<file path="src/rtl/vend_pkg.sv">
`default_nettype none
// +------------------------------------------------------------------+
// | Package : vend_pkg                                               |
// | Brief   : Shared types and constants for the vending controller: |
// |           FSM state encodings, coin values, default prices and   |
// |           the coin-pulse to BCD conversion helper.               |
// | Rev     : 1.0  initial release                                   |
// +------------------------------------------------------------------+
package vend_pkg;

   typedef enum logic [1:0] {
      ST_DONE = 2'b00,
      ST_IDLE = 2'b01,
      ST_PAY  = 2'b10,
      ST_VEND = 2'b11
   } vend_state_e;

   localparam logic [3:0]  C_COIN_1  = 4'd1;
   localparam logic [3:0]  C_COIN_5  = 4'd5;
   localparam logic [3:0]  C_COIN_10 = 4'd10;

   localparam logic [7:0]  C_DEF_PRICE0 = 8'h15;
   localparam logic [7:0]  C_DEF_PRICE1 = 8'h25;
   localparam logic [7:0]  C_DEF_PRICE2 = 8'h50;
   localparam logic [7:0]  C_DEF_PRICE3 = 8'h99;

   localparam logic [31:0] C_DEF_HOLD_CYCLES    = 32'd100_000_000;
   localparam logic [31:0] C_DEF_TIMEOUT_CYCLES = 32'd500_000_000;

   // Sum of the coins pulsed in one cycle (0..16) as a 3-digit BCD value.
   function automatic logic [11:0] coin_sum_bcd(input logic c1, input logic c5, input logic c10);
      logic [4:0] s;
      logic [4:0] r;
      s = (c1  ? {1'b0, C_COIN_1}  : 5'd0)
        + (c5  ? {1'b0, C_COIN_5}  : 5'd0)
        + (c10 ? {1'b0, C_COIN_10} : 5'd0);
      r = s - 5'd10;
      if (s >= 5'd10) coin_sum_bcd = {4'h0, 4'h1, r[3:0]};
      else            coin_sum_bcd = {4'h0, 4'h0, s[3:0]};
   endfunction

endpackage
`default_nettype wire

</file>
<file path="src/rtl/bcd_addsub.sv">
`default_nettype none
// +------------------------------------------------------------------+
// | Module : bcd_addsub                                              |
// | Brief  : 3-digit packed BCD adder/subtractor. co_o is the carry  |
// |          out of the hundreds digit on add (result > 999) and the |
// |          borrow out on subtract (a_i < b_i).                     |
// | Rev    : 1.0  initial release                                    |
// +------------------------------------------------------------------+
module bcd_addsub (
   input  logic [11:0] a_i,
   input  logic [11:0] b_i,
   input  logic        sub_i,
   output logic [11:0] y_o,
   output logic        co_o
);

   // Ripple digit by digit, correcting each nibble back into 0..9.
   always_comb begin
      logic [4:0] t;
      logic       c;
      t   = 5'd0;
      c   = 1'b0;
      y_o = 12'h000;
      for (int k = 0; k < 3; k++) begin
         if (sub_i) begin
            // a-b-c lies in -10..9; bit 4 flags a negative digit result
            t = {1'b0, a_i[4*k +: 4]} - {1'b0, b_i[4*k +: 4]} - {4'b0000, c};
            if (t[4]) begin
               t = t + 5'd10;
               c = 1'b1;
            end else begin
               c = 1'b0;
            end
         end else begin
            t = {1'b0, a_i[4*k +: 4]} + {1'b0, b_i[4*k +: 4]} + {4'b0000, c};
            if (t > 5'd9) begin
               t = t - 5'd10;
               c = 1'b1;
            end else begin
               c = 1'b0;
            end
         end
         y_o[4*k +: 4] = t[3:0];
      end
      co_o = c;
   end

endmodule
`default_nettype wire

</file>
<file path="src/rtl/vend_ctrl.sv">
`default_nettype none
// +------------------------------------------------------------------+
// | Module : vend_ctrl                                               |
// | Brief  : Four-item vending controller. Select an item, insert    |
// |          coins (BCD money up to 999), confirm to vend with       |
// |          change or cancel for a refund. All outputs registered.  |
// | Config : define VEND_TIMEOUT_EN to refund automatically after    |
// |          TIMEOUT_CYCLES without customer activity in PAY.        |
// | Rev    : 1.0  initial release                                    |
// +------------------------------------------------------------------+
module vend_ctrl
   import vend_pkg::*;
#(
   parameter logic [7:0]  PRICE0         = C_DEF_PRICE0,
   parameter logic [7:0]  PRICE1         = C_DEF_PRICE1,
   parameter logic [7:0]  PRICE2         = C_DEF_PRICE2,
   parameter logic [7:0]  PRICE3         = C_DEF_PRICE3,
   parameter logic [31:0] HOLD_CYCLES    = C_DEF_HOLD_CYCLES,
   parameter logic [31:0] TIMEOUT_CYCLES = C_DEF_TIMEOUT_CYCLES
) (
   input  logic        clk,
   input  logic        rst,
   input  logic        coin_1,
   input  logic        coin_5,
   input  logic        coin_10,
   input  logic        sel_vld,
   input  logic [1:0]  sel,
   input  logic        confirm,
   input  logic        cancel,
   output logic [7:0]  goods_money,
   output logic [11:0] money,
   output logic [11:0] small_change,
   output logic [1:0]  state,
   output logic        dispense,
   output logic [1:0]  goods_id,
   output logic        coin_reject,
   output logic        short_pay
);

   vend_state_e state_q;
   logic [7:0]  goods_money_q;
   logic [11:0] money_q;
   logic [11:0] small_change_q;
   logic        dispense_q;
   logic [1:0]  goods_id_q;
   logic        coin_reject_q;
   logic        short_pay_q;
   logic [1:0]  sel_idx_q;
   logic [31:0] hold_cnt_q;

   logic [11:0] w_coin_bcd;
   logic        w_any_coin;
   logic [11:0] w_money_sum;
   logic        w_money_ovf;
   logic [11:0] w_change;
   logic        w_short;
   logic        w_timeout;
   logic        w_cancel;

   function automatic logic [7:0] price_of(input logic [1:0] idx);
      case (idx)
         2'd0:    price_of = PRICE0;
         2'd1:    price_of = PRICE1;
         2'd2:    price_of = PRICE2;
         default: price_of = PRICE3;
      endcase
   endfunction

   assign w_coin_bcd = coin_sum_bcd(coin_1, coin_5, coin_10);
   assign w_any_coin = coin_1 | coin_5 | coin_10;

   // Running total plus this cycle's coins; carry out means the total would pass 999.
   bcd_addsub u_coin_add (
      .a_i   (money_q),
      .b_i   (w_coin_bcd),
      .sub_i (1'b0),
      .y_o   (w_money_sum),
      .co_o  (w_money_ovf)
   );

   // Money minus price: borrow is the short-pay compare, the difference is the change.
   bcd_addsub u_change_sub (
      .a_i   (money_q),
      .b_i   ({4'h0, goods_money_q}),
      .sub_i (1'b1),
      .y_o   (w_change),
      .co_o  (w_short)
   );

`ifdef VEND_TIMEOUT_EN
   logic [31:0] to_cnt_q;
   logic        w_activity;

   assign w_activity = w_any_coin | sel_vld | confirm;
   assign w_timeout  = (state_q == ST_PAY) && !w_activity
                       && (to_cnt_q == TIMEOUT_CYCLES - 32'd1);

   // Idle-cycle counter in PAY; any customer input restarts it.
   always_ff @(posedge clk or negedge rst) begin
      if (!rst)
         to_cnt_q <= 32'd0;
      else if ((state_q != ST_PAY) || w_activity || w_timeout)
         to_cnt_q <= 32'd0;
      else
         to_cnt_q <= to_cnt_q + 32'd1;
   end
`else
   localparam logic [31:0] c_unused_timeout = TIMEOUT_CYCLES;
   assign w_timeout = 1'b0;
`endif

   assign w_cancel = cancel | w_timeout;

   // Main transaction FSM with all outputs registered.
   always_ff @(posedge clk or negedge rst) begin
      if (!rst) begin
         state_q        <= ST_IDLE;
         goods_money_q  <= 8'h00;
         money_q        <= 12'h000;
         small_change_q <= 12'h000;
         dispense_q     <= 1'b0;
         goods_id_q     <= 2'd0;
         coin_reject_q  <= 1'b0;
         short_pay_q    <= 1'b0;
         sel_idx_q      <= 2'd0;
         hold_cnt_q     <= 32'd0;
      end else begin
         dispense_q    <= 1'b0;
         coin_reject_q <= 1'b0;
         short_pay_q   <= 1'b0;
         case (state_q)
            ST_IDLE: begin
               // no item chosen yet, so coins are handed back
               if (w_any_coin) coin_reject_q <= 1'b1;
               if (sel_vld) begin
                  goods_money_q <= price_of(sel);
                  sel_idx_q     <= sel;
                  state_q       <= ST_PAY;
               end
            end
            ST_PAY: begin
               if (w_cancel) begin
                  // refund wins over everything; coins this cycle are returned
                  if (w_any_coin) coin_reject_q <= 1'b1;
                  small_change_q <= money_q;
                  hold_cnt_q     <= 32'd0;
                  state_q        <= ST_DONE;
               end else begin
                  if (w_any_coin) begin
                     if (w_money_ovf) coin_reject_q <= 1'b1;
                     else             money_q       <= w_money_sum;
                  end
                  // confirm judges the pre-coin total, so coins arriving
                  // alongside it can only increase the change
                  if (confirm) begin
                     if (w_short) begin
                        short_pay_q <= 1'b1;
                     end else begin
                        dispense_q <= 1'b1;
                        goods_id_q <= sel_idx_q;
                        state_q    <= ST_VEND;
                     end
                  end else if (sel_vld) begin
                     goods_money_q <= price_of(sel);
                     sel_idx_q     <= sel;
                  end
               end
            end
            ST_VEND: begin
               if (w_any_coin) coin_reject_q <= 1'b1;
               small_change_q <= w_change;
               hold_cnt_q     <= 32'd0;
               state_q        <= ST_DONE;
            end
            default: begin
               if (w_any_coin) coin_reject_q <= 1'b1;
               if (sel_vld) begin
                  money_q        <= 12'h000;
                  small_change_q <= 12'h000;
                  goods_money_q  <= price_of(sel);
                  sel_idx_q      <= sel;
                  hold_cnt_q     <= 32'd0;
                  state_q        <= ST_PAY;
               end else if (hold_cnt_q == HOLD_CYCLES - 32'd1) begin
                  money_q        <= 12'h000;
                  small_change_q <= 12'h000;
                  goods_money_q  <= 8'h00;
                  hold_cnt_q     <= 32'd0;
                  state_q        <= ST_IDLE;
               end else begin
                  hold_cnt_q <= hold_cnt_q + 32'd1;
               end
            end
         endcase
      end
   end

   assign state        = state_q;
   assign goods_money  = goods_money_q;
   assign money        = money_q;
   assign small_change = small_change_q;
   assign dispense     = dispense_q;
   assign goods_id     = goods_id_q;
   assign coin_reject  = coin_reject_q;
   assign short_pay    = short_pay_q;

endmodule
`default_nettype wire
</file>
<file path="config.mk">
export PLATFORM = sky130hd
export DESIGN_NAME = vend_ctrl
export DESIGN_NICKNAME = d
export VERILOG_FILES = /design/src/rtl/vend_pkg.sv /design/src/rtl/bcd_addsub.sv /design/src/rtl/vend_ctrl.sv
export SDC_FILE = /design/constraint.sdc
export NUM_CORES = 1
export LEC_CHECK = 0
export BUFFER_PORTS_ARGS = -buffer_cell sky130_fd_sc_hd__buf_4
export CAP_MARGIN = 15
export CORE_AREA = 2 2 109 111
export DETAILED_ROUTE_END_ITERATION = 7
export DIE_AREA = 0 0 111 113
export GPL_TIMING_DRIVEN = 0
export PLACE_DENSITY = 0.67
export SYNTH_ARGS = -nofsm -noshare
export SYNTH_HDL_FRONTEND = slang
export SYNTH_SLANG_ARGS = --single-unit
</file>
<file path="constraint.sdc">
create_clock -name clk -period 6.7 [get_ports clk]
set_input_delay 1.34 -clock clk [delete_from_list [all_inputs] [get_ports clk]]
set_output_delay 1.34 -clock clk [all_outputs]
set_load 0.02 [all_outputs]
</file>
# After elaboration in Yosys (flattened, before gate mapping)
# Cells that the tools add are included.
# op_classes
n_addsub,19
bitwise_logic,7
magnitude_cmp,4
n_eq_ne,14
reduce_logical,12
mux,59
# op_table
cell,n
$mux 32,3
$pmux 32 s3,1
$mux 12,6
$pmux 8 s3,2
$mux 8,5
$pmux 12 s3,1
$add 32x1->32 const B,1
$eq 32x27->1 const B,1
$mux 4,7
$pmux 12 s2,1
$mux 1,20
$mux 2,9
$sub 4x4->4 const B,4
$gt 5x4->1 const B,3
$add 4x4->4 const B,3
$ne 2x2->1 const B,6
$reduce_and 4->1,3
$add 4x4->5,2
$add 5x1->5,2
$sub 4x4->5,2
$reduce_bool 4->1,2
$eq 2x2->1 const B,3
$ne 3x3->1 const B,2
$pmux 2 s3,1
18 further kinds,25
# word_totals
output_inout_bits,39
inputBits,10
ff_bits,73

# Logic depth before layout (Yosys ltp)
# depth
depth_word,18
depth_mapped,28
mapped_depth_nobuf,25

# By module
# A second synthesis with hierarchy kept.
# hier_totals
cells_unflattened,772
area_unflattened_um2,7003.0
# by_module_without_submodules
module,cells_per_inst,instances,area_per_inst_um2
vend_ctrl,352,1,3697.3
bcd_addsub,210,2,1652.8

# Least setup slack after synthesis
# OpenSTA, ideal clock, no wires.
# synth_timing
path_kind,input -> register
start,input coin_1
end,register money_q[2] (netlist: money[2])
t_arrival_ns,6.587
setup_slack_ns,-0.007
setup_time_ns,0.120
stages,26
n_path_buf,2
t_required_ns,6.580
cell_sequence,ha_1 -> ha_1 -> nor2_1 -> a21oi_1 -> o21ai_0 -> xnor2_1 -> fa_1 -> xnor2_1 -> and2_1 -> inv_1 -> a21boi_0 -> fa_1 -> inv_1 -> ha_1 -> clkbuf_1 -> or2_2 -> a21oi_1 -> a311oi_1 -> ha_1 -> ha_1 -> or3b_2 -> a31oi_1 -> o211a_1 -> buf_4 -> nor2b_1 -> a31o_2
# synth_via
elab_chain_cells,16
word_cells_on_any_way,27
cone_classes,8 x add/sub; 4 x order compare; 2 x eq/ne; 10 x mux; 2 x bitwise; 1 x reduce/logical
# synth_lines
item,line,rtl
"start, declared",vend_ctrl.sv:23,"input logic coin_1,"
$mux 1,vend_pkg.sv:34,"s = (c1 ? {1'b0, C_COIN_1} : 5'd0)"
$add 1x3->4,vend_pkg.sv:35,"+ (c5 ? {1'b0, C_COIN_5} : 5'd0)"
$add 4x4->5,vend_pkg.sv:36,"+ (c10 ? {1'b0, C_COIN_10} : 5'd0);"
$sub 4x4->4 / $ge 5x4->1 (equally long branches),"vend_pkg.sv:37, vend_pkg.sv:38",
$mux 5,vend_pkg.sv:38,"if (s >= 5'd10) coin_sum_bcd = {4'h0, 4'h1, r[3:0]};"
$add 4x4->5,bcd_addsub.sv:35,"t = {1'b0, a_i[4*k +: 4]} + {1'b0, b_i[4*k +: 4]} + {4'b0000, c};"
$gt 5x4->1,bcd_addsub.sv:36,if (t > 5'd9) begin
$mux 1,bcd_addsub.sv:36,
$add 5x1->5,bcd_addsub.sv:35,
$gt 5x4->1,bcd_addsub.sv:36,
$mux 1,bcd_addsub.sv:36,
$add 5x1->5,bcd_addsub.sv:35,
$gt 5x4->1,bcd_addsub.sv:36,
$mux 1,bcd_addsub.sv:36,
$ne 2x2->1 (no source line),n/a,
$reduce_and 5->1 (no source line),n/a,
"end signal, assigned",vend_ctrl.sv:151,else money_q <= w_money_sum;
"end, declared",vend_ctrl.sv:42,logic [11:0] money_q;
# Parallel ways exist; a longest one is shown, timed or not. The select of a mux whose other input is x is not followed.
# A chain may end at the register's enable or synchronous reset.

# Worst setup path after layout
# layout_timing
start,input coin_5
end,register money_q[4] (netlist: money[4])
# layout_via
elab_chain_cells,16
word_cells_on_any_way,27
cone_classes,8 x add/sub; 4 x order compare; 2 x eq/ne; 10 x mux; 2 x bitwise; 1 x reduce/logical
# layout_lines
item,line,rtl
"start, declared",vend_ctrl.sv:24,"input logic coin_5,"
$mux 3,vend_pkg.sv:35,
$add 1x3->4,vend_pkg.sv:35,
$add 4x4->5,vend_pkg.sv:36,
$sub 4x4->4 / $ge 5x4->1 (equally long branches),"vend_pkg.sv:37, vend_pkg.sv:38",
$mux 5,vend_pkg.sv:38,
$add 4x4->5,bcd_addsub.sv:35,
$gt 5x4->1,bcd_addsub.sv:36,
$mux 1,bcd_addsub.sv:36,
$add 5x1->5,bcd_addsub.sv:35,
$gt 5x4->1,bcd_addsub.sv:36,
$mux 1,bcd_addsub.sv:36,
$add 5x1->5,bcd_addsub.sv:35,
$gt 5x4->1,bcd_addsub.sv:36,
$mux 1,bcd_addsub.sv:36,
$ne 2x2->1 (no source line),n/a,
$reduce_and 5->1 (no source line),n/a,
# Parallel ways exist; a longest one is shown, timed or not. The select of a mux whose other input is x is not followed.

==> reports/results.txt <==
The run finished with clean final reports. The highest attainable clock frequency came out at 0.158 GHz. The largest individual stage delay along the critical path comes from the cell sky130_fd_sc_hd__fa_1. The worst max-slew margin expressed relative to the limit is 38.8%. By area the synthesized netlist is led by sky130_fd_sc_hd__dfrtp_1 (39%), sky130_fd_sc_hd__ha_1 (8.8%), sky130_fd_sc_hd__nor2_1 (4.2%), sky130_fd_sc_hd__xnor2_1 (3.9%), sky130_fd_sc_hd__xor2_1 (3.9%). The type of the most critical hold path was reg -> reg. Sequential cells were found to cover 39.3% of the synthesized design area.

The hold violation total from the final report came out at 0. The data arrival at the endpoint of the critical path is 6600 ps, and the net count of the finished layout is 587. The number of buffers inserted by port buffering is 47.

The critical path endpoint category is a flop. TritonCTS built the clock tree. In this run the worst path has a maximum fanout of 10. Counting flops and latches in the post-synthesis netlist gives 71. The post-route DRC violation count was 0; the placement-stage worst setup slack was -674 ps.

The via count of the first global-routing pass was 3794; the maximum single-stage delay on the critical path was 430 ps. Via count: 3763. For the net count of the mapped netlist, the log shows 530. Startpoint of the tightest hold check path: sel_idx_q[1]. The number of iterations in the first detailed-routing pass is 5. The clock arrives with 5.43 ps of skew.

The max-cap check violation count was 0; the netlist area before placement was 0.00453 mm². The first routing iteration left 186 violations. The worst path meets setup with 355 ps of slack.

The required time at the endpoint of the critical path was 6950 ps. The run gives 484 as the count of mapped cells out of synthesis. For the total die area, the log shows 0.0125 mm². STA classifies the critical path startpoint as an input port. The most used flip-flop cell after synthesis is sky130_fd_sc_hd__dfrtp_1.

The most used cell along the critical path is sky130_fd_sc_hd__ha_1. The tools report the endpoint of the worst hold-timing path as sel_idx_q[1]. For this run, asynchronously set or reset flops after synthesis account for 100%. The logs give 40.2% for the initial core utilization and 62 for the number of unique standard cell types used by synthesis. The cell depth of the worst min-delay path works out to 1.

The worst register-to-register path ends at money[4]. The average wire per standard cell was 15.7 µm; the area growth from synthesis to layout was 20.4%. Register clock-pin slew on the reported worst setup and hold paths: 60 ps. The clock latency of the later-clocked register in the worst-skew pair is 330 ps, and the max-slew violation count is 0. The die is 111 µm wide. The synthesized design devotes to its leading area cell type 38.7% of total area. Across all register-to-register paths, the minimum setup slack is 1900 ps. The total power divided by cell area came out at 483 mW/mm². Detailed placement ended at an HPWL of 8010 µm.

The area of the core was 0.0113 mm²; the number of setup violations in the final report was 0. The run gives 71 as the number of sinks on the clock net. On the final layout, the worst hold slack is 506 ps.

The worst setup path is of the in -> reg kind. The floorplan has 39 rows. Pin placement for this block handled 49 I/O pins.

In the post-synthesis netlist, the cell with the most instances is sky130_fd_sc_hd__dfrtp_1. The number of synthesized flops with an enable pin is 0. Sorting the synthesized cells by how often they occur yields sky130_fd_sc_hd__dfrtp_1 (70), sky130_fd_sc_hd__nor2_1 (51), sky130_fd_sc_hd__ha_1 (32), sky130_fd_sc_hd__inv_1 (32), sky130_fd_sc_hd__nand2_1 (32). The final weighted congestion of routability-driven global placement was 0.852; the average via count per standard cell was 5.46.

The core occupancy in the finished layout was 48.4%; the depth of the CTS H-tree was 3. The number of warning messages in the yosys log came out at 0. The maximum root-to-sink buffer count is 2, and the fraction of the cycle the final worst path needs is 94.7%.

The post-route netlist has 18.9% of its cells at a drive strength greater than 1. The number of buffer and inverter stages on the critical path came out at 4. In this design, the largest share of critical-path delay is due to adder cells. After layout, the minimum clock period comes to 6350 ps. The mean instance size in the synthesized netlist is 9.36 µm².

For this design the static power due to leakage is 2.49 nW. In this run the remaining antenna-violating nets after routing total 0. The count of hold buffers inserted by post-cts repair was 0; the wire length of the first global-routing pass was 18500 µm.

The root buffer selected by CTS is sky130_fd_sc_hd__clkbuf_16. The worst reg2reg path depth was 21. Global routing finished with a remaining overflow of 0. The total power after layout was 2.64 mW.

The largest total area in the synthesized netlist belongs to sky130_fd_sc_hd__dfrtp_1. VDD sags by at most 0.191 mV. For this run, the total global-route usage over all layers was measured as 18.1%. At the pin with the least slew margin, the transition time is 918 ps. The logs give 0 for the number of antenna violations at the first check in global routing and 10800 µm for the final wirelength. TritonCTS created 9 clock buffers.

From bottom edge to top edge, the die measures 113 µm. The number of antenna diodes in the final layout is 0. The launch instance of the worst register-to-register path was money[0]. The largest net degree at the start of global routing is 72.
## layer usage
metal | global-route usage (%) | wire length, µm
met4 | 5.58 | 160
met3 | 3.11 | 402
met1 | 24.7 | 5020
met5 | 0 | 0
met2 | 29.7 | 5220
## power by group
group	total (mW)	switching (mW)	internal, mW
registers	0.618	0.0923	0.526
logic	1.46	0.824	0.635
clock network	0.559	0.186	0.372
## layout make-up
cell class / count / area (µm²)
tap: 143 / 179
clock inverter: 6 / 108
fill: 1052 / 5820
clock buffer: 10 / 239
timing repair buffer: 47 / 353
inverter: 32 / 120
sequential: 71 / 1780
buffer: 21 / 110
multi-input combinational: 359 / 2570
## logic make-up after synthesis
group           count (synthesis)  share of synthesized area (%)
simple gates                  171                           19.5
other cells                     1                         0.0828
mux                            14                           3.45
flops                          71                           39.3
fa+ha+maj                      36                           10.6
compound gates                 97                           14.2
xor+xnor                       40                           7.73
buf+inv                        54                           5.17
## through the flow
stage / cells / instance area (µm²) / TNS [ps]
after floorplan: 484 / 4530 / 0
after global routing: 689 / 5450 / -11.6
final: 689 / 5450 / 0
after global placement: 674 / 5060 / -5670
after CTS: 690 / 5430 / 0
after detailed placement: 674 / 5060 / -7310
## worst register-to-register path: cells and delay by family, from the launching register on
family | cells | cell delay (ps)
xor gates and xnor gates | 1 | 220
buffers and inverters | 4 | 450
and+or+nand+nor | 4 | 1090
AOI/OAI and AO/OA | 6 | 910
adders and majority gates | 6 | 1640
DFF | 1 | 400
## worst max-delay path by stage
stage	cells past startpoint	startpoint	slack, ps	end
after floorplan	26	coin_1	150	money[2]
after global placement	28	coin_5	-530	money[4]
after detailed placement	27	coin_5	-670	money[7]
after CTS	28	coin_5	90	money[4]
after global routing	28	coin_5	-8	money[4]
final	28	coin_5	350	money[4]
## flip-flops by register name, summed over array words and instances, names as in the netlist
register and count:
coin_reject 1, dispense 1, goods_id 2, goods_money 6, hold_cnt_q 32, money 12
sel_idx_q 2, short_pay 1, small_change 12, state 2
## repair_timing
action / CTS / global route
endpoints found under the setup margin: 12 / 12
resized for setup: 5 / 5
endpoints found under the hold margin: 0 / 0
gates cloned: 0 / 0
buffers inserted: 0 / 0
## cell usage in the layout (no fill, tap or decap), types with 20 or more instances in the layout
cell type	instances
sky130_fd_sc_hd__a21oi_1	22
sky130_fd_sc_hd__buf_4	52
sky130_fd_sc_hd__dfrtp_1	70
sky130_fd_sc_hd__ha_1	31
sky130_fd_sc_hd__inv_1	32
sky130_fd_sc_hd__nand2_1	32
sky130_fd_sc_hd__nand3_1	26
sky130_fd_sc_hd__nor2_1	51
sky130_fd_sc_hd__o21ai_0	29
sky130_fd_sc_hd__xor2_1	20
(Power assumes the default switching activity.)
